[src/rtl/spi_master.sv]
// spi_master
// ----------
// Mode-0 (CPOL=0, CPHA=0), MSB-first, 8-bit SPI master.
// A host hands over one byte per accepted start. SSEL can stay low across
// several bytes, so a multi-byte message can be exchanged with one slave.
// Each reply byte is reported with a one-cycle done strobe.
//
// Parameters
//   CLK_DIV : SCK half-period in clk cycles (4..255); SCK = clk/(2*CLK_DIV)
//   CS_IDLE : minimum clk cycles SSEL stays high after a message (>= 1)
//
// Ports
//   clk          system clock, rising edge
//   rst          asynchronous reset, active high
//   start        byte request, accepted only while ready=1
//   tx_data      byte to send, captured on acceptance
//   tx_last      captured with start; 1 releases SSEL after this byte
//   release_msg  in HOLD, ends the message without sending another byte
//                (the message-release request; start wins if both are high)
//   ready        high in IDLE and HOLD
//   done         one-cycle pulse when a byte completes
//   rx_data      last received byte, held until the next done
//   SCK          SPI clock, idles low
//   MOSI         master data out
//   MISO         slave data in, asynchronous (2-FF synchronised)
//   SSEL         slave select, active low
module spi_master #(
    parameter int CLK_DIV = 8,
    parameter int CS_IDLE = 4
) (
    input  logic       clk,
    input  logic       rst,
    input  logic       start,
    input  logic [7:0] tx_data,
    input  logic       tx_last,
    input  logic       release_msg,
    output logic       ready,
    output logic       done,
    output logic [7:0] rx_data,
    output logic       SCK,
    output logic       MOSI,
    input  logic       MISO,
    output logic       SSEL
);

    localparam logic [7:0] HALF_LAST = 8'(CLK_DIV - 1);
    localparam int         GAP_W     = (CS_IDLE > 1) ? $clog2(CS_IDLE) : 1;
    localparam logic [GAP_W-1:0] GAP_LAST = GAP_W'(CS_IDLE - 1);
    localparam logic [GAP_W-1:0] GAP_ONE  = GAP_W'(1);

    typedef enum logic [2:0] {
        IDLE,
        XFER,
        HOLD,
        TEARDOWN,
        GAP
    } state_t;

    state_t           state;
    logic [7:0]       half_cnt;
    logic [2:0]       bit_cnt;
    logic [GAP_W-1:0] gap_cnt;
    // Only the bits still to be sent / already received are kept; the
    // current MOSI bit lives in the MOSI flop itself.
    logic [6:0]       tx_shift;
    logic [6:0]       rx_shift;
    logic             last_q;
    logic             miso_p0;
    logic             miso_p1;
    logic             accept;

    assign ready  = (state == IDLE) || (state == HOLD);
    assign accept = ready && start;

    // Stage p0 -> p1: MISO synchroniser
    always_ff @(posedge clk or posedge rst) begin
        if (rst) begin
            miso_p0 <= 1'b0;
            miso_p1 <= 1'b0;
        end else begin
            miso_p0 <= MISO;
            miso_p1 <= miso_p0;
        end
    end

    // Stage p1 -> FSM: serial engine
    always_ff @(posedge clk or posedge rst) begin
        if (rst) begin
            state    <= IDLE;
            half_cnt <= 8'd0;
            bit_cnt  <= 3'd0;
            gap_cnt  <= '0;
            tx_shift <= 7'd0;
            rx_shift <= 7'd0;
            last_q   <= 1'b0;
            done     <= 1'b0;
            rx_data  <= 8'd0;
            SCK      <= 1'b0;
            MOSI     <= 1'b0;
            SSEL     <= 1'b1;
        end else begin
            done <= 1'b0;
            if (accept) begin
                // Same handling from IDLE and HOLD: timing restarts here.
                tx_shift <= tx_data[6:0];
                last_q   <= tx_last;
                MOSI     <= tx_data[7];
                SSEL     <= 1'b0;
                SCK      <= 1'b0;
                half_cnt <= 8'd0;
                bit_cnt  <= 3'd0;
                state    <= XFER;
            end else begin
                case (state)
                    IDLE: begin
                        SCK  <= 1'b0;
                        SSEL <= 1'b1;
                    end

                    XFER: begin
                        if (half_cnt == HALF_LAST) begin
                            half_cnt <= 8'd0;
                            if (!SCK) begin
                                SCK <= 1'b1;
                            end else begin
                                // Falling edge: capture the bit and move on.
                                SCK      <= 1'b0;
                                rx_shift <= {rx_shift[5:0], miso_p1};
                                if (bit_cnt == 3'd7) begin
                                    rx_data <= {rx_shift, miso_p1};
                                    done    <= 1'b1;
                                    MOSI    <= 1'b0;
                                    state   <= last_q ? TEARDOWN : HOLD;
                                end else begin
                                    bit_cnt  <= bit_cnt + 3'd1;
                                    MOSI     <= tx_shift[6];
                                    tx_shift <= {tx_shift[5:0], 1'b0};
                                end
                            end
                        end else begin
                            half_cnt <= half_cnt + 8'd1;
                        end
                    end

                    HOLD: begin
                        // No timeout: the slave stays selected until the
                        // host sends another byte or releases the message.
                        if (release_msg) begin
                            half_cnt <= 8'd0;
                            state    <= TEARDOWN;
                        end
                    end

                    TEARDOWN: begin
                        if (half_cnt == HALF_LAST) begin
                            SSEL    <= 1'b1;
                            gap_cnt <= '0;
                            state   <= GAP;
                        end else begin
                            half_cnt <= half_cnt + 8'd1;
                        end
                    end

                    GAP: begin
                        if (gap_cnt == GAP_LAST) begin
                            state <= IDLE;
                        end else begin
                            gap_cnt <= gap_cnt + GAP_ONE;
                        end
                    end

                    default: begin
                        state <= IDLE;
                        SSEL  <= 1'b1;
                        SCK   <= 1'b0;
                        MOSI  <= 1'b0;
                    end
                endcase
            end
        end
    end

endmodule
[config.mk]
export PLATFORM = sky130hd
export DESIGN_NAME = spi_master
export DESIGN_NICKNAME = d
export VERILOG_FILES = /design/src/rtl/spi_master.sv
export SDC_FILE = /design/constraint.sdc
export NUM_CORES = 1
export LEC_CHECK = 0
export ABC_AREA = 1
export CORE_AREA = 2 2 68 70
export CTS_CLUSTER_SIZE = 24
export DETAILED_ROUTE_END_ITERATION = 8
export DIE_AREA = 0 0 70 72
export GPL_TIMING_DRIVEN = 0
export MAX_ROUTING_LAYER = met4
export PLACE_DENSITY = 0.8
export SLEW_MARGIN = 15
export SYNTH_ARGS = -nofsm -noshare
export SYNTH_HDL_FRONTEND = slang
export SYNTH_SLANG_ARGS = --single-unit
[constraint.sdc]
create_clock -name clk -period 2.85 [get_ports clk]
set_input_delay 0.4275 -clock clk [delete_from_list [all_inputs] [get_ports clk]]
set_output_delay 0.4275 -clock clk [all_outputs]
set_load 0.01 [all_outputs]
==> reports/metrics.csv <==
metric,value,unit
status,"finished, final reports clean",
critical path startpoint category,flop,
DRT Pass-1 Iters,4,
largest family of logic cells by synthesized area,simple AND/OR/NAND/NOR gates,
Iteration-0 DRC Markers,117,
crit path cell chain,nor2_4 -> clkdlybuf4s50_1,
Slew headroom,0.6867,
Post-synth EDFFs,0,
Syn. warnings,0,
Power Density,737.8,nW/um^2
worst min path class,flop to flop,
wire length of the first global-routing pass,7.555,mm
Die Height,72,um
Setup-failing EPs final,0,
Filler cells,360,
DRC errors left,0,
global-route usage over all layers,0.1900,
xor/xnor share of the synthesized area,0.01139,
Max Cap Violations,0,
area of the mapped netlist,2306,sq um
"Distinct cells, synth",29,
Final Hold Slack,363.6,ps
antenna violations before repair,0,
Synth area leaders,"dfrtp_1, nand2_1, o21ai_2",
P_leak,1.354,nW
flop2flop setup slack,1160,ps
Crit path max-delay family,buffers and inverters,
H-tree Lvls,2,
"CTS clk-pin slew, worst paths",80,ps
Least-Margin Pin Slew,470.0,ps
DR WL/cell,11.90,um
period utilisation layout,0.6666,
CTS Hold Buffers Added,0,
Final nets,321,
Die Width,70,um
CP Class,flop to output pin,
final-report max-slew violation count,0,
Simple-Gate Fraction of Synth Area,0.2876,
CTS tree,done,
Die ar.,5040,sq um
Synth-to-Final Area Change,18.88,%
"Clk Latency, worst-skew pair",300,ps
CP required,2420,ps
clk buf depth,2,
vias in the first global route,1735,
CTS Buf Count,5,
setup TNS,0,ps
critical path capture point type,output pin,
Cells after Synth,269,
Synth Area in Compound Gates,0.1205,
vias,1824,
Synth Flop Type,dfrtp_1,
CTS Sinks,45,
Finished Core Util,0.6429,
synthesis-stage register bit count,45,
WL final,4.238,mm
"Data arrival, critical path",1470,ps
Layout Skew,6.381,ps
"Net Count, Synth",287,
grt total ovfl,0,
Detail Placement HPWL,3.149,mm
Yosys top cell area share,0.4775,
GP Congestion,0.8714,
largest net degree at the start of global routing,33,
Core Area,4264,sq um
Port Buffer Count,26,
Synth area leader,dfrtp_1,
total I/O pin count,27,
most frequent cells after synthesis,"nand2_1, dfrtp_1, inv_1",
buffers and inverters on the worst path,1,
peak supply drop,0.3955,mV
postcts setup bufs,0,
final worst path period need,1900,ps
starting density of the core,0.5408,
FP Rows,24,
DRT antenna net count,0,
CP max stage delay,550,ps
cts repair resizes,0,
CP max stage cell,clkdlybuf4s50_1,
routed vias/inst,5.124,
clk root buf,clkbuf_8,
Fin. Hold Viols,0,
Max Clock Freq,526.4,MHz
post-synthesis mux area share,0,
most common cell in the netlist,nand2_1,
RSZ-0062 raised after global routing,false,
worst-path maximum fanout,7,
Diodes inserted,0,
share of layout cells above drive strength 1,0.1546,
synthesized area per cell,8.572,sq um
asr flop ratio synth,1.000,
Synth Area in Adders,0.02170,
sequential area share after synthesis,0.4889,
[metrics by stage]
step | setup WS, ps | total power, W | std cells | cell area, sq um
after floorplan | 1312 | 0.001433 | 269 | 2306
after global placement | 472.1 | 0.001612 | 347 | 2631
after detailed placement | 916.7 | 0.001638 | 348 | 2651
after CTS | 935.9 | 0.002043 | 356 | 2741
after global routing | 888.5 | 0.002176 | 356 | 2741
final | 950.1 | 0.002023 | 356 | 2741
[flip-flops by register name, indices dropped and copies added (netlist names)]
| register | count |
|---|---|
| half_cnt | 8 |
| rx_data | 8 |
| rx_shift | 7 |
| tx_shift | 7 |
| bit_cnt | 3 |
| state | 3 |
| gap_cnt | 2 |
| MOSI | 1 |
| SCK | 1 |
| SSEL | 1 |
| done | 1 |
| last_q | 1 |
| miso_p0 | 1 |
| miso_p1 | 1 |
[path summary, 6_finish.rpt]
check / start / to / depth (start not counted)
min in group asynchronous: rst / half_cnt[7] / 2
worst min register to register: miso_p0 / miso_p1 / 0
worst max-delay path: state[0] / ready / 2
max in group asynchronous: rst / last_q / 3
worst min-delay path: miso_p0 / miso_p1 / 0
worst max register to register: half_cnt[0] / rx_data[0] / 7
[layout by cell type, fill, tap and decap left out, types with 2 or more instances in the layout]
cell type and count:
inv_2 4, clkdlybuf4s50_1 26, a21oi_1 4, inv_1 25, nand4_1 6, buf_6 3
dfrtp_1 44, xor2_1 2, nand3_2 2, nand3_4 2, nand3_1 14, o21ai_0 13
nor2_4 2, clkbuf_8 6, nor2_1 15, nand2_1 92, nand3b_1 3, o21ai_2 16
a21boi_0 6, ha_1 4, nand2_2 2
[routing by layer]
layer  up-vias  GRT usage  wire, um
met5         -          -         0
met4         0    0.04487        46
met3         6    0.04167       147
met2        23     0.3111      2010
met1       863     0.2452      2032
li1        932          -         -
[kinds of logic after synthesis]
kind of cell / count (synthesis)
simple gates: 143
flops: 45
compound gates: 40
buf+inv: 34
xor+xnor: 3
fa+ha+maj: 4
[final cells by class]
class | count | area (sq um) | area share
Buffer | 5 | 52.55 | 0.01917
Sequential cell | 45 | 1127 | 0.4112
Multi-Input combinational cell | 190 | 1017 | 0.3711
Timing Repair Buffer | 27 | 280.3 | 0.1022
Clock buffer | 5 | 68.82 | 0.02510
Clock inverter | 3 | 21.27 | 0.007759
Tap cell | 52 | 65.06 | 0.02373
Inverter | 29 | 108.9 | 0.03971
[where the power goes]
group	total (W)	switching, W	internal [W]
combinational	0.000767	0.000461	0.000306
sequential	0.000856	0.0000945	0.000762
clock	0.000399	0.000225	0.000174
total	0.00202	0.000780	0.00124
(Power assumes the default switching activity.)
